## src/rtl/sha256d_arbiter.sv

```systemverilog
// Round-robin arbiter that shares one sha256d engine among NUM_REQ requesters, with an engine watchdog.
// Latency: req_ready at t, eng_start at t+1, rsp_valid one cycle after eng_done or watchdog expiry.
// Backpressure: one transaction in flight; requesters hold req_valid until their one-cycle req_ready pulse.
module sha256d_arbiter #(
    parameter int NUM_REQ = 4,
    parameter int TIMEOUT = 1024
) (
    input  logic                   clk,
    input  logic                   reset_n,
    input  logic [NUM_REQ-1:0]     req_valid,
    input  logic [NUM_REQ*256-1:0] req_data,
    output logic [NUM_REQ-1:0]     req_ready,
    output logic [NUM_REQ-1:0]     rsp_valid,
    output logic                   rsp_error,
    output logic [255:0]           rsp_hash,
    output logic                   eng_start,
    output logic [255:0]           eng_data,
    input  logic                   eng_done,
    input  logic [255:0]           eng_hash,
    output logic                   busy
);

    localparam int          PTR_W   = (NUM_REQ > 1) ? $clog2(NUM_REQ) : 1;
    localparam logic [15:0] WD_LAST = 16'(TIMEOUT - 1);

    typedef enum logic [1:0] {
        S_IDLE,
        S_ISSUE,
        S_WAIT,
        S_RESPOND
    } state_t;

    state_t             r_state;
    state_t             w_state_nxt;
    logic [PTR_W-1:0]   r_rr_ptr;
    logic [PTR_W-1:0]   r_winner;
    logic [PTR_W-1:0]   w_winner;
    logic               w_found;
    logic [255:0]       w_sel_dat;
    logic [15:0]        r_wd_cnt;
    logic               r_err;
    logic [255:0]       r_msg;
    logic [255:0]       r_hash;
    logic               w_expire;

    // First requesting index at or above rr_ptr, wrapping modulo NUM_REQ.
    always_comb begin
        logic [PTR_W:0]   v_sum;
        logic [PTR_W-1:0] v_idx;
        w_found  = 1'b0;
        w_winner = '0;
        v_sum    = '0;
        v_idx    = '0;
        for (int k = 0; k < NUM_REQ; k++) begin
            v_sum = {1'b0, r_rr_ptr} + (PTR_W+1)'(k);
            if (v_sum >= (PTR_W+1)'(NUM_REQ)) begin
                v_sum = v_sum - (PTR_W+1)'(NUM_REQ);
            end
            v_idx = v_sum[PTR_W-1:0];
            if (!w_found && req_valid[v_idx]) begin
                w_found  = 1'b1;
                w_winner = v_idx;
            end
        end
    end

    always_comb begin
        w_sel_dat = '0;
        for (int i = 0; i < NUM_REQ; i++) begin
            if (w_winner == PTR_W'(i)) begin
                w_sel_dat = req_data[i*256 +: 256];
            end
        end
    end

    always_ff @(posedge clk or negedge reset_n) begin
        if (!reset_n) begin
            r_state <= S_IDLE;
        end else begin
            r_state <= w_state_nxt;
        end
    end

    always_comb begin
        w_state_nxt = r_state;
        req_ready   = '0;
        rsp_valid   = '0;
        rsp_error   = 1'b0;
        eng_start   = 1'b0;
        w_expire    = 1'b0;
        busy        = (r_state != S_IDLE);
        case (r_state)
            S_IDLE: begin
                // Gated by reset_n so no grant is shown while reset is held.
                if (w_found && reset_n) begin
                    req_ready[w_winner] = 1'b1;
                    w_state_nxt         = S_ISSUE;
                end
            end
            S_ISSUE: begin
                eng_start   = 1'b1;
                w_state_nxt = S_WAIT;
            end
            S_WAIT: begin
                // A completion on the expiry cycle takes priority over the watchdog.
                if (eng_done) begin
                    w_state_nxt = S_RESPOND;
                end else if (r_wd_cnt == WD_LAST) begin
                    w_expire    = 1'b1;
                    w_state_nxt = S_RESPOND;
                end
            end
            S_RESPOND: begin
                rsp_valid[r_winner] = 1'b1;
                rsp_error           = r_err;
                w_state_nxt         = S_IDLE;
            end
            default: w_state_nxt = S_IDLE;
        endcase
    end

    always_ff @(posedge clk or negedge reset_n) begin
        if (!reset_n) begin
            r_rr_ptr <= '0;
            r_winner <= '0;
            r_wd_cnt <= '0;
            r_err    <= 1'b0;
            r_msg    <= '0;
            r_hash   <= '0;
        end else begin
            case (r_state)
                S_IDLE: begin
                    if (w_found) begin
                        r_msg    <= w_sel_dat;
                        r_winner <= w_winner;
                    end
                end
                S_ISSUE: begin
                    r_wd_cnt <= '0;
                end
                S_WAIT: begin
                    r_wd_cnt <= r_wd_cnt + 16'd1;
                    if (eng_done) begin
                        r_hash <= eng_hash;
                        r_err  <= 1'b0;
                    end else if (w_expire) begin
                        r_hash <= '0;
                        r_err  <= 1'b1;
                    end
                end
                S_RESPOND: begin
                    r_rr_ptr <= (r_winner == PTR_W'(NUM_REQ - 1)) ? '0 : r_winner + PTR_W'(1);
                end
                default: ;
            endcase
        end
    end

    assign rsp_hash = r_hash;
    assign eng_data = r_msg;

endmodule

```

## config.mk

```make
export PLATFORM = sky130hd
export DESIGN_NAME = sha256d_arbiter
export DESIGN_NICKNAME = d
export VERILOG_FILES = /design/src/rtl/sha256d_arbiter.sv
export SDC_FILE = /design/constraint.sdc
export NUM_CORES = 1
export LEC_CHECK = 0
export ABC_AREA = 0
export BUFFER_PORTS_ARGS = -buffer_cell sky130_fd_sc_hd__clkbuf_2
export CAP_MARGIN = 20
export CORE_AREA = 2 2 698 700
export DETAILED_ROUTE_END_ITERATION = 16
export DIE_AREA = 0 0 700 702
export GPL_ROUTABILITY_DRIVEN = 1
export SYNTH_ARGS = -nofsm -noshare
export SYNTH_HDL_FRONTEND = slang
export SYNTH_SLANG_ARGS = --single-unit
```

## constraint.sdc

```tcl
create_clock -name clk -period 2.2 [get_ports clk]
set_clock_uncertainty 0.15 [all_clocks]
set_input_delay 0.11 -clock clk [delete_from_list [all_inputs] [get_ports clk]]
set_output_delay 0.11 -clock clk [all_outputs]
set_load 0.01 [all_outputs]
```

# After elaboration in Yosys (flattened, before gate mapping)
# Index checks and enable logic that the tools add are counted.
# op_classes
n_addsub	9
mul	0
n_div	0
n_lt_le_gt_ge	12
n_eq_ne	10
shift	0
n_mux	46
bitwise_logic	0
n_reduce_logical	17
# op_table
op	n
256-bit two-way mux	6
16-bit case mux with 2 select lines	1
2-bit two-way mux	12
2-bit by 3-bit less-than comparator with 1-bit output (second input constant)	6
1-bit two-way mux	17
16-bit by 1-bit adder with 16-bit output (second input constant)	1
16-bit by 10-bit equality test with 1-bit output (second input constant)	1
4-bit two-way mux	3
2-bit equality test (second input constant)	5
3-bit greater-or-equal comparator (second input constant)	3
1-bit binary-select mux with 2-bit select	4
2-bit case mux with 4 select lines	1
2-bit by 1-bit subtractor with 2-bit output (second input constant)	4
2-bit by 2-bit adder with 3-bit output (second input constant)	2
1-bit logical AND	6
2-bit AND reduction	3
2-bit nonzero test	3
1-bit demux with 2-bit select	2
2-bit by 1-bit equality test with 1-bit output (second input constant)	2
2-bit by 1-bit greater-or-equal comparator with 1-bit output (second input constant)	2
2-bit logical NOT	2
2-bit by 1-bit adder with 3-bit output (second input constant)	1
2-bit by 3-bit greater-or-equal comparator with 1-bit output (second input constant)	1
1-bit logical NOT	3
3 further kinds	3
# word_totals
register_bits	535
latch_bits	0
ramBits	0
mem_bits_ro	0
input_bits	1287
output_inout_bits	523
wordCells	101
mem_count	0

# Depth between registers and ports, before layout
# Gate-level depths: netlist (run 1).
# logic_depth
word_depth	20
mapped_depth	9
depth_no_buf	7

# Least setup slack after synthesis (run 1)
# OpenSTA, ideal clock, no wires.
# synth_timing
path_type	flip-flop to flip-flop
startpoint	reg r_state[0]
endpoint	reg r_wd_cnt[10]
setup_ns	0.132
arrival_time_ns	1.701
required_ns	1.918
path_slack_ns	0.217
path_stages_with_launch	9
n_path_buf	1
synth_period_minus_slack_ns	1.983
path_cell_list	dfrtp_1 > inv_1 > ha_1 > clkbuf_1 > nand3_1 > nor3_1 > nand3_1 > xor2_1 > nor2_1
# synth_via
elab_chain_len	2
word_cells_on_any_way	4
classes_between	eq/ne: 2; mux: 1; reduce/logical: 1
# synth_rtl
element	line_no	source
start: declaration	33	state_t r_state;
start signal: assignment	80	r_state <= w_state_nxt;
2-bit equality test / 2-bit by 1-bit equality test with 1-bit output (equally long branches)	131	case (r_state)
16-bit case mux with 2 select lines / 2-bit nonzero test (equally long branches)	n/a	
end signal: assignment	142	r_wd_cnt <= r_wd_cnt + 16'd1;
end: declaration	40	logic [15:0] r_wd_cnt;
# Parallel ways exist; a longest one is shown, timed or not.
# A chain may end at the register's enable or synchronous reset.

# Final worst setup path (run 1)
# layout_timing
startpoint	reg r_rr_ptr[1]
endpoint	reg r_msg[79] (netlist: eng_data[79])
# layout_via
elab_chain_len	19
word_cells_on_any_way	46
classes_between	add/sub: 7; order compare: 4; eq/ne: 3; mux: 24; reduce/logical: 8
# layout_rtl
element	line_no	source
start: declaration	35	logic [PTR_W-1:0] r_rr_ptr;
start signal: assignment	152	r_rr_ptr <= (r_winner == PTR_W'(NUM_REQ - 1)) ? '0 : r_winner + PTR_W'(1);
branches (longest 19 deep; another with 2-bit by 1-bit adder with 3-bit output)	n/a	
end signal: assignment	134	r_msg <= w_sel_dat;
end: declaration	42	logic [255:0] r_msg;
# Several ways; the timed one is not identified. The select of a mux whose other input is x is not followed.

==> results of run 1 <==
==> how the worst min path moves through the flow <==
stage / start / to / depth (start not counted)
detailed placement: reset_n / rsp_hash[178] / 1
CTS: req_data[425] / eng_data[169] / 4
global placement: reset_n / rsp_hash[178] / 1
global route: eng_hash[190] / rsp_hash[190] / 3
finish: eng_hash[204] / rsp_hash[204] / 3
floorplan: reset_n / eng_data[0] / 0
==> Yosys cell counts, types with 4 or more instances <==
cell type,n,share of area
buf_12,13,0.0094
a22o_1,256,0.081
dfrtp_1,535,0.48
ha_1,9,0.0041
and2_1,7,0.0016
clkbuf_1,41,0.0055
mux2i_1,514,0.19
inv_1,11,0.0015
o221ai_1,27,0.0085
buf_6,52,0.021
o21ai_0,11,0.0020
a21oi_1,5,0.00090
xor2_1,8,0.0025
buf_4,8,0.0022
buf_8,10,0.0054
nand3_1,9,0.0016
nor2_1,14,0.0019
buf_2,78,0.014
o221ai_2,229,0.12
nand2_1,270,0.036
nand4_1,4,0.00090
==> cell type report <==
class	instances	area, um^2	area share
multi-input combinational	1394	16100	0.216
timing repair buffer	4067	33300	0.448
clock inverter	41	459	0.00618
sequential	535	13400	0.180
inverter	11	41.3	0.000556
tap	6450	8070	0.109
antenna	274	686	0.00923
clock buffer	103	2260	0.0305
==> placed cells by master, fill, tap and decap left out, types with 13 or more instances in the layout <==
| master | synthesis | routed |
|---|---|---|
| a22o_1 | 256 | 256 |
| buf_12 | 13 | 109 |
| buf_16 | 0 | 25 |
| buf_4 | 8 | 162 |
| buf_6 | 52 | 56 |
| buf_8 | 10 | 38 |
| clkbuf_16 | 0 | 100 |
| clkbuf_2 | 0 | 1799 |
| clkinv_2 | 0 | 16 |
| dfrtp_1 | 535 | 533 |
| diode_2 | 0 | 274 |
| dlygate4sd3_1 | 0 | 1860 |
| mux2i_1 | 514 | 172 |
| mux2i_2 | 0 | 131 |
| mux2i_4 | 0 | 211 |
| nand2_1 | 270 | 268 |
| o221ai_1 | 27 | 13 |
| o221ai_2 | 229 | 243 |
==> sequential cells by signal (all words and copies together), names as in the netlist <==
| signal | count |
|---|---|
| r_state | 2 |
| eng_data | 256 |
| r_err | 1 |
| r_winner | 2 |
| r_rr_ptr | 2 |
| r_wd_cnt | 16 |
| rsp_hash | 256 |
==> through the flow <==
stage | cell area [um^2] | power (mW) | TNS (ns) | util | instances
after floorplan | 27800 | 34.6 | 0 | - | 2143
after global placement | 46000 | 57.5 | -58.34 | 0.0950 | 10469
after detailed placement | 46000 | 57.6 | -54.39 | 0.0950 | 10469
after CTS | 70900 | 81.4 | -56.88 | 0.146 | 12565
after global routing | 74000 | 88.2 | -75.32 | 0.153 | 12749
final | 74300 | 84.3 | -62.37 | 0.153 | 12875
==> power by group <==
| group | total [mW] | leakage, nW | internal, mW | switching, mW |
|---|---|---|---|---|
| combinational | 51.7 | 23.4 | 21.9 | 29.9 |
| sequential | 18.2 | 6.67 | 14.5 | 3.64 |
| clock | 14.4 | 1.35 | 8.17 | 6.19 |
| total | 84.3 | 31.4 | 44.6 | 39.7 |
==> layer usage <==
| layer | routed length (um) | up-vias |
|---|---|---|
| met4 | 27300 | 208 |
| met5 | 1780 | - |
| met1 | 163000 | 20345 |
| met3 | 58800 | 1418 |
| li1 | - | 16586 |
| met2 | 200000 | 3425 |
==> worst max-delay path, stage by stage, from the launching register on <==
cell      delay (ns)
dfrtp_2         0.45
mux2i_1         0.14
a22oi_2         0.16
and2_4          0.20
buf_12          0.15
buf_16          0.18
buf_16          0.20
buf_12          0.15
buf_12          0.16
mux2i_2         0.25
o221ai_2        0.11
==> repair_timing <==
| item | 4_1_cts | 5_1_grt |
|---|---|---|
| resized for setup | 487 | 419 |
| setup endpoints to repair | 264 | 269 |
| hold buffers | 1861 | 0 |
| pin swaps | 92 | 85 |
| setup buffers | 79 | 49 |
| cloned | 18 | 17 |
| hold endpoints to repair | 1052 | 0 |
==> cell families (layout without fill, tap and decap cells) <==
family | Yosys count | count (layout)
flip-flops | 535 | 535
adder cells (fa/ha/maj) | 9 | 9
multiplexers | 516 | 516
buffers and inverters | 214 | 4222
AO/OA/AOI/OAI | 538 | 538
other | 0 | 274
XOR/XNOR | 9 | 9
AND/OR/NAND/NOR | 322 | 322
==> impl_results.md, run 1 <==
* Status: complete, but fails checks
* Failing checks: antenna rules, setup timing
* Dpl ws at -0.985 ns
* Met1 Use GR at 0.190
* Relative slew margins at 0.596
* Portion of netlist area occupied by mux cells at 0.186
* Die height at 702 um
* DRC at 0
* Main synth FF type: dfrtp_1
* Tmin final at 2.57 ns
* MaxCap Viol Count at 0
* Post-synthesis compound-gate area fraction at 0.219
* Maximum achievable frequency at 0.389 GHz
* Rows at 256
* DR iter-0 viols at 4021
* Final #Nets at 7390
* R2R Path Start: r_rr_ptr[1]
* Crit end category: register
* Critical Path Start Type: register
* CTS tree: done
* Via count at 41982
* CP startpoint: r_rr_ptr[1]
* Met3 GRT Util at 0.0911
* Crit path max fanout at 7
* Crit path kind: register to register
* Setup ws final at -0.370 ns
* Final hold vios at 0
* Register bit total from synthesis at 535
* Share of cells above drive strength 1 at 0.480
* Proportion of synthesized chip area in sequential cells at 0.482
* Critical Path RT at 2.71 ns
* Antenna-violating nets left at 3
* Post-synthesis simple-gate area fraction at 0.0469
* Worst-path clk slew at 0.07 ns
* First-pass GRT wire length at 529000 um
* Clk root buf: clkbuf_16
* CTS buffer count at 85
* Syn_area_per_cell at 13.0 um^2
* GR Util met2 at 0.271
* Gpl congestion at 1.05
* Syn nets at 3439
* # IOs at 1810
* Capture point of the critical path: eng_data[79]
* Initial antenna violation count at 517
* Routed WL per cell at 35.0 um
* Htree depth at 3
* FF-to-FF path depth at 10
* Vias/cell at 3.26
* Core box area at 0.484 mm^2
* Cells after synthesis at 2143
* Fillcell total at 54033
* Setup violations, final at 258
* Synth warnings at 0
* RSZ-0062 raised after global routing: yes
* Global Route Usage Sum at 0.172
* Port bufs at 1809
* Largest family of logic cells by synthesized area: compound AO/OA/AOI/OAI gates
* Leak pwr at 31.4 nW
* Synth Area in XOR/XNOR at 0.00284
* Worst-Margin Slew at 0.604 ns
* Clock Latency Late Sink at 0.82 ns
* Hold WC Path Type: input port to register
* Drt pass-1 iters at 5
* Drt total wl at 450000 um
* Post-Synth Adder-Cell Area at 0.00405
* Synth Cell Area at 0.0278 mm^2
* WHS at 0.0432 ns
* CTS Buffer Depth at 4
* Post-synth EDFFs at 0
* Worst R2R Setup Slack at -0.37 ns
* P per Cell Area at 1130 mW/mm^2
* Detailed Place HPWL at 384000 um
* P&R area growth vs syn at 168%
* Reg-to-Reg End: eng_data[79]
* Sink Count at 535
* Grt total ovfl at 0
* CP Data Arrival Time at 3.08 ns
* Ys async rst share at 1.00
* Number of global-route vias before repair at 40951
* Largest net degree at the start of global routing at 82
* Worst VDD drop at 0.000847 V
* Synth cell types at 42
* Busiest grt layer: met2
* Die Area at 0.491 mm^2
* Die X-Extent at 700 um
* Period utilization at 1.17
* Starting density of the core at 0.0573
* Pins Over Slew Limit at 0
Power figures use the tool's default switching activity.
==> run 2, diff against run 1 <==
--- a/config.mk
+++ b/config.mk
@@ -6,11 +6,11 @@
 export NUM_CORES = 1
 export LEC_CHECK = 0
 export ABC_AREA = 0
-export BUFFER_PORTS_ARGS = -buffer_cell sky130_fd_sc_hd__clkbuf_2
 export CAP_MARGIN = 20
-export CORE_AREA = 2 2 698 700
+export CORE_AREA = 2 2 707 709
 export DETAILED_ROUTE_END_ITERATION = 16
-export DIE_AREA = 0 0 700 702
+export DIE_AREA = 0 0 709 711
+export DONT_BUFFER_PORTS = 1
 export GPL_ROUTABILITY_DRIVEN = 1
 export SYNTH_ARGS = -nofsm -noshare
 export SYNTH_HDL_FRONTEND = slang
==> constraint.sdc (replaced) <==
create_clock -name clk -period 3.35 [get_ports clk]
set_clock_uncertainty 0.15 [all_clocks]
set_input_delay 0.1675 -clock clk [delete_from_list [all_inputs] [get_ports clk]]
set_output_delay 0.1675 -clock clk [all_outputs]
set_load 0.01 [all_outputs]
==> run 2 against run 1 <==
Synthesized cell count did not move. Area after synthesis did not move. The flow now stops in clock tree synthesis (4_1_cts).
==> impl_results.md, run 2 <==
* Status: stopped before the end
* Failed at: clock tree synthesis (4_1_cts)
* Tool Error: [ERROR RSZ-0060] Max buffer count reached.
* Starting density of the core at 0.0560 (-0.00137)
* Synth cell types at 42 (unchanged)
* Synth warnings at 0 (unchanged)
* Post-synth EDFFs at 0 (unchanged)
* Portion of netlist area occupied by mux cells at 0.186 (unchanged)
* Proportion of synthesized chip area in sequential cells at 0.482 (unchanged)
* Sink Count at 535 (unchanged)
* Ranking of synthesized cells by area: dfrtp_1, mux2i_1, o221ai_2
* Top cell type's share of synthesized area at 0.482 (unchanged)
* Clk root buf: clkbuf_16
* Post-synthesis compound-gate area fraction at 0.219 (unchanged)
* Synth Cell Area at 0.0278 mm^2 (unchanged)
* Hold-fix buffers, CTS at 1776 (-4.6%)
* Die X-Extent at 709 um (+1.3%)
* Post-synthesis simple-gate area fraction at 0.0469 (unchanged)
* Register bit total from synthesis at 535 (unchanged)
* Postcts setup bufs at 0 (-100%)
* Post-Synth Adder-Cell Area at 0.00405 (unchanged)
* Gpl congestion at 1.09 (+4.1%)
* Synth top cells by count: dfrtp_1, mux2i_1, nand2_1, a22o_1, o221ai_2
* Synth Area in XOR/XNOR at 0.00284 (unchanged)
* CTS Buffer Depth at 4 (unchanged)
* Htree depth at 3 (unchanged)
* Detailed Place HPWL at 349000 um (-9.3%)
* Main synth FF type: dfrtp_1
* Ys async rst share at 1.00 (unchanged)
* Die height at 711 um (+1.3%)
* Cell with the most instances after synthesis: dfrtp_1
* Largest family of logic cells by synthesized area: compound AO/OA/AOI/OAI gates
* CTS buffer count at 84 (-1.2%)
* Leading area contributor after synthesis: dfrtp_1
* Resize count post-CTS at 0 (-100%)
* Rows at 259 (+1.2%)
* Cells after synthesis at 2143 (unchanged)
* # IOs at 1810 (unchanged)
* Syn nets at 3439 (unchanged)
* Port bufs at 0 (-100%)
* Syn_area_per_cell at 13.0 um^2 (unchanged)
-- run 2: per-stage QoR --
step                  util  instance area (um^2)  setup WS [ns]  hold slack, ns  cells
detailed placement  0.0724                 35900          0.189          -0.263   8730
floorplan                -                 27800           1.37          -0.278   2143
global placement    0.0724                 35900          0.192          -0.256   8730
-- run 2: logic make-up after synthesis --
group | after synthesis
adders and majority gates | 9
xor gates and xnor gates | 9
AOI/OAI and AO/OA | 538
buffers and inverters | 214
DFF | 535
and+or+nand+nor | 322
muxes | 516
==> run 3, diff against run 2 <==
--- a/config.mk
+++ b/config.mk
@@ -7,11 +7,12 @@
 export LEC_CHECK = 0
 export ABC_AREA = 0
 export CAP_MARGIN = 20
-export CORE_AREA = 2 2 707 709
+export CORE_AREA = 2 2 700 702
 export DETAILED_ROUTE_END_ITERATION = 16
-export DIE_AREA = 0 0 709 711
+export DIE_AREA = 0 0 702 704
 export DONT_BUFFER_PORTS = 1
 export GPL_ROUTABILITY_DRIVEN = 1
+export PLACE_DENSITY_LB_ADDON = 0.15
 export SYNTH_ARGS = -nofsm -noshare
 export SYNTH_HDL_FRONTEND = slang
 export SYNTH_SLANG_ARGS = --single-unit
==> run 3 against run 2 <==
The run again fails in clock tree synthesis (4_1_cts). Synthesized cell count did not move. Area after synthesis unchanged.
==> impl_results.md, run 3 <==
* Htree depth at 3 (unchanged)
* Proportion of synthesized chip area in sequential cells at 0.482 (unchanged)
* Cell with the most instances after synthesis: dfrtp_1
* Die X-Extent at 702 um (-0.99%)
* Syn_area_per_cell at 13.0 um^2 (unchanged)
* Tool Error: [ERROR RSZ-0060] Max buffer count reached.
* Gpl congestion at 0.978 (-10%)
* Starting density of the core at 0.0570 (+0.000994)
* Synth warnings at 0 (unchanged)
* Postcts setup bufs at 0 (unchanged)
* Failed at: clock tree synthesis (4_1_cts)
* CTS buffer count at 91 (+8.3%)
* Port bufs at 0 (unchanged)
* Register bit total from synthesis at 535 (unchanged)
* # IOs at 1810 (unchanged)
* Status: stopped before the end
* Synth cell types at 42 (unchanged)
* Detailed Place HPWL at 284000 um (-19%)
* Top cell type's share of synthesized area at 0.482 (unchanged)
* Syn nets at 3439 (unchanged)
* Resize count post-CTS at 0 (unchanged)
* Clk root buf: clkbuf_16
* Cells after synthesis at 2143 (unchanged)
* CTS Buffer Depth at 4 (unchanged)
* Ys async rst share at 1.00 (unchanged)
* Leading area contributor after synthesis: dfrtp_1
* Sink Count at 535 (unchanged)
* Hold-fix buffers, CTS at 1743 (-1.9%)
* Ranking of synthesized cells by area: dfrtp_1, mux2i_1, o221ai_2
* Post-synth EDFFs at 0 (unchanged)
* Synth Cell Area at 0.0278 mm^2 (unchanged)
* Synth top cells by count: dfrtp_1, mux2i_1, nand2_1, a22o_1, o221ai_2
* Rows at 257 (-0.77%)
* Main synth FF type: dfrtp_1
* Die height at 704 um (-0.98%)
run 3: logic make-up after synthesis:
logic type,Yosys count,synth area share
mux,516,0.186
simple gates,322,0.0469
buf+inv,214,0.0594
xor+xnor,9,0.00284
fa+ha+maj,9,0.00406
flops,535,0.482
compound gates,538,0.219
run 3: through the flow:
step	worst slack, ns	instances	hold slack, ns	area, um^2	setup TNS (ns)
3_3_place_gp	-0.0721	8549	-0.256	35800	-0.115
3_5_place_dp	0.0130	8550	-0.261	35800	0
2_1_floorplan	1.37	2143	-0.278	27800	0
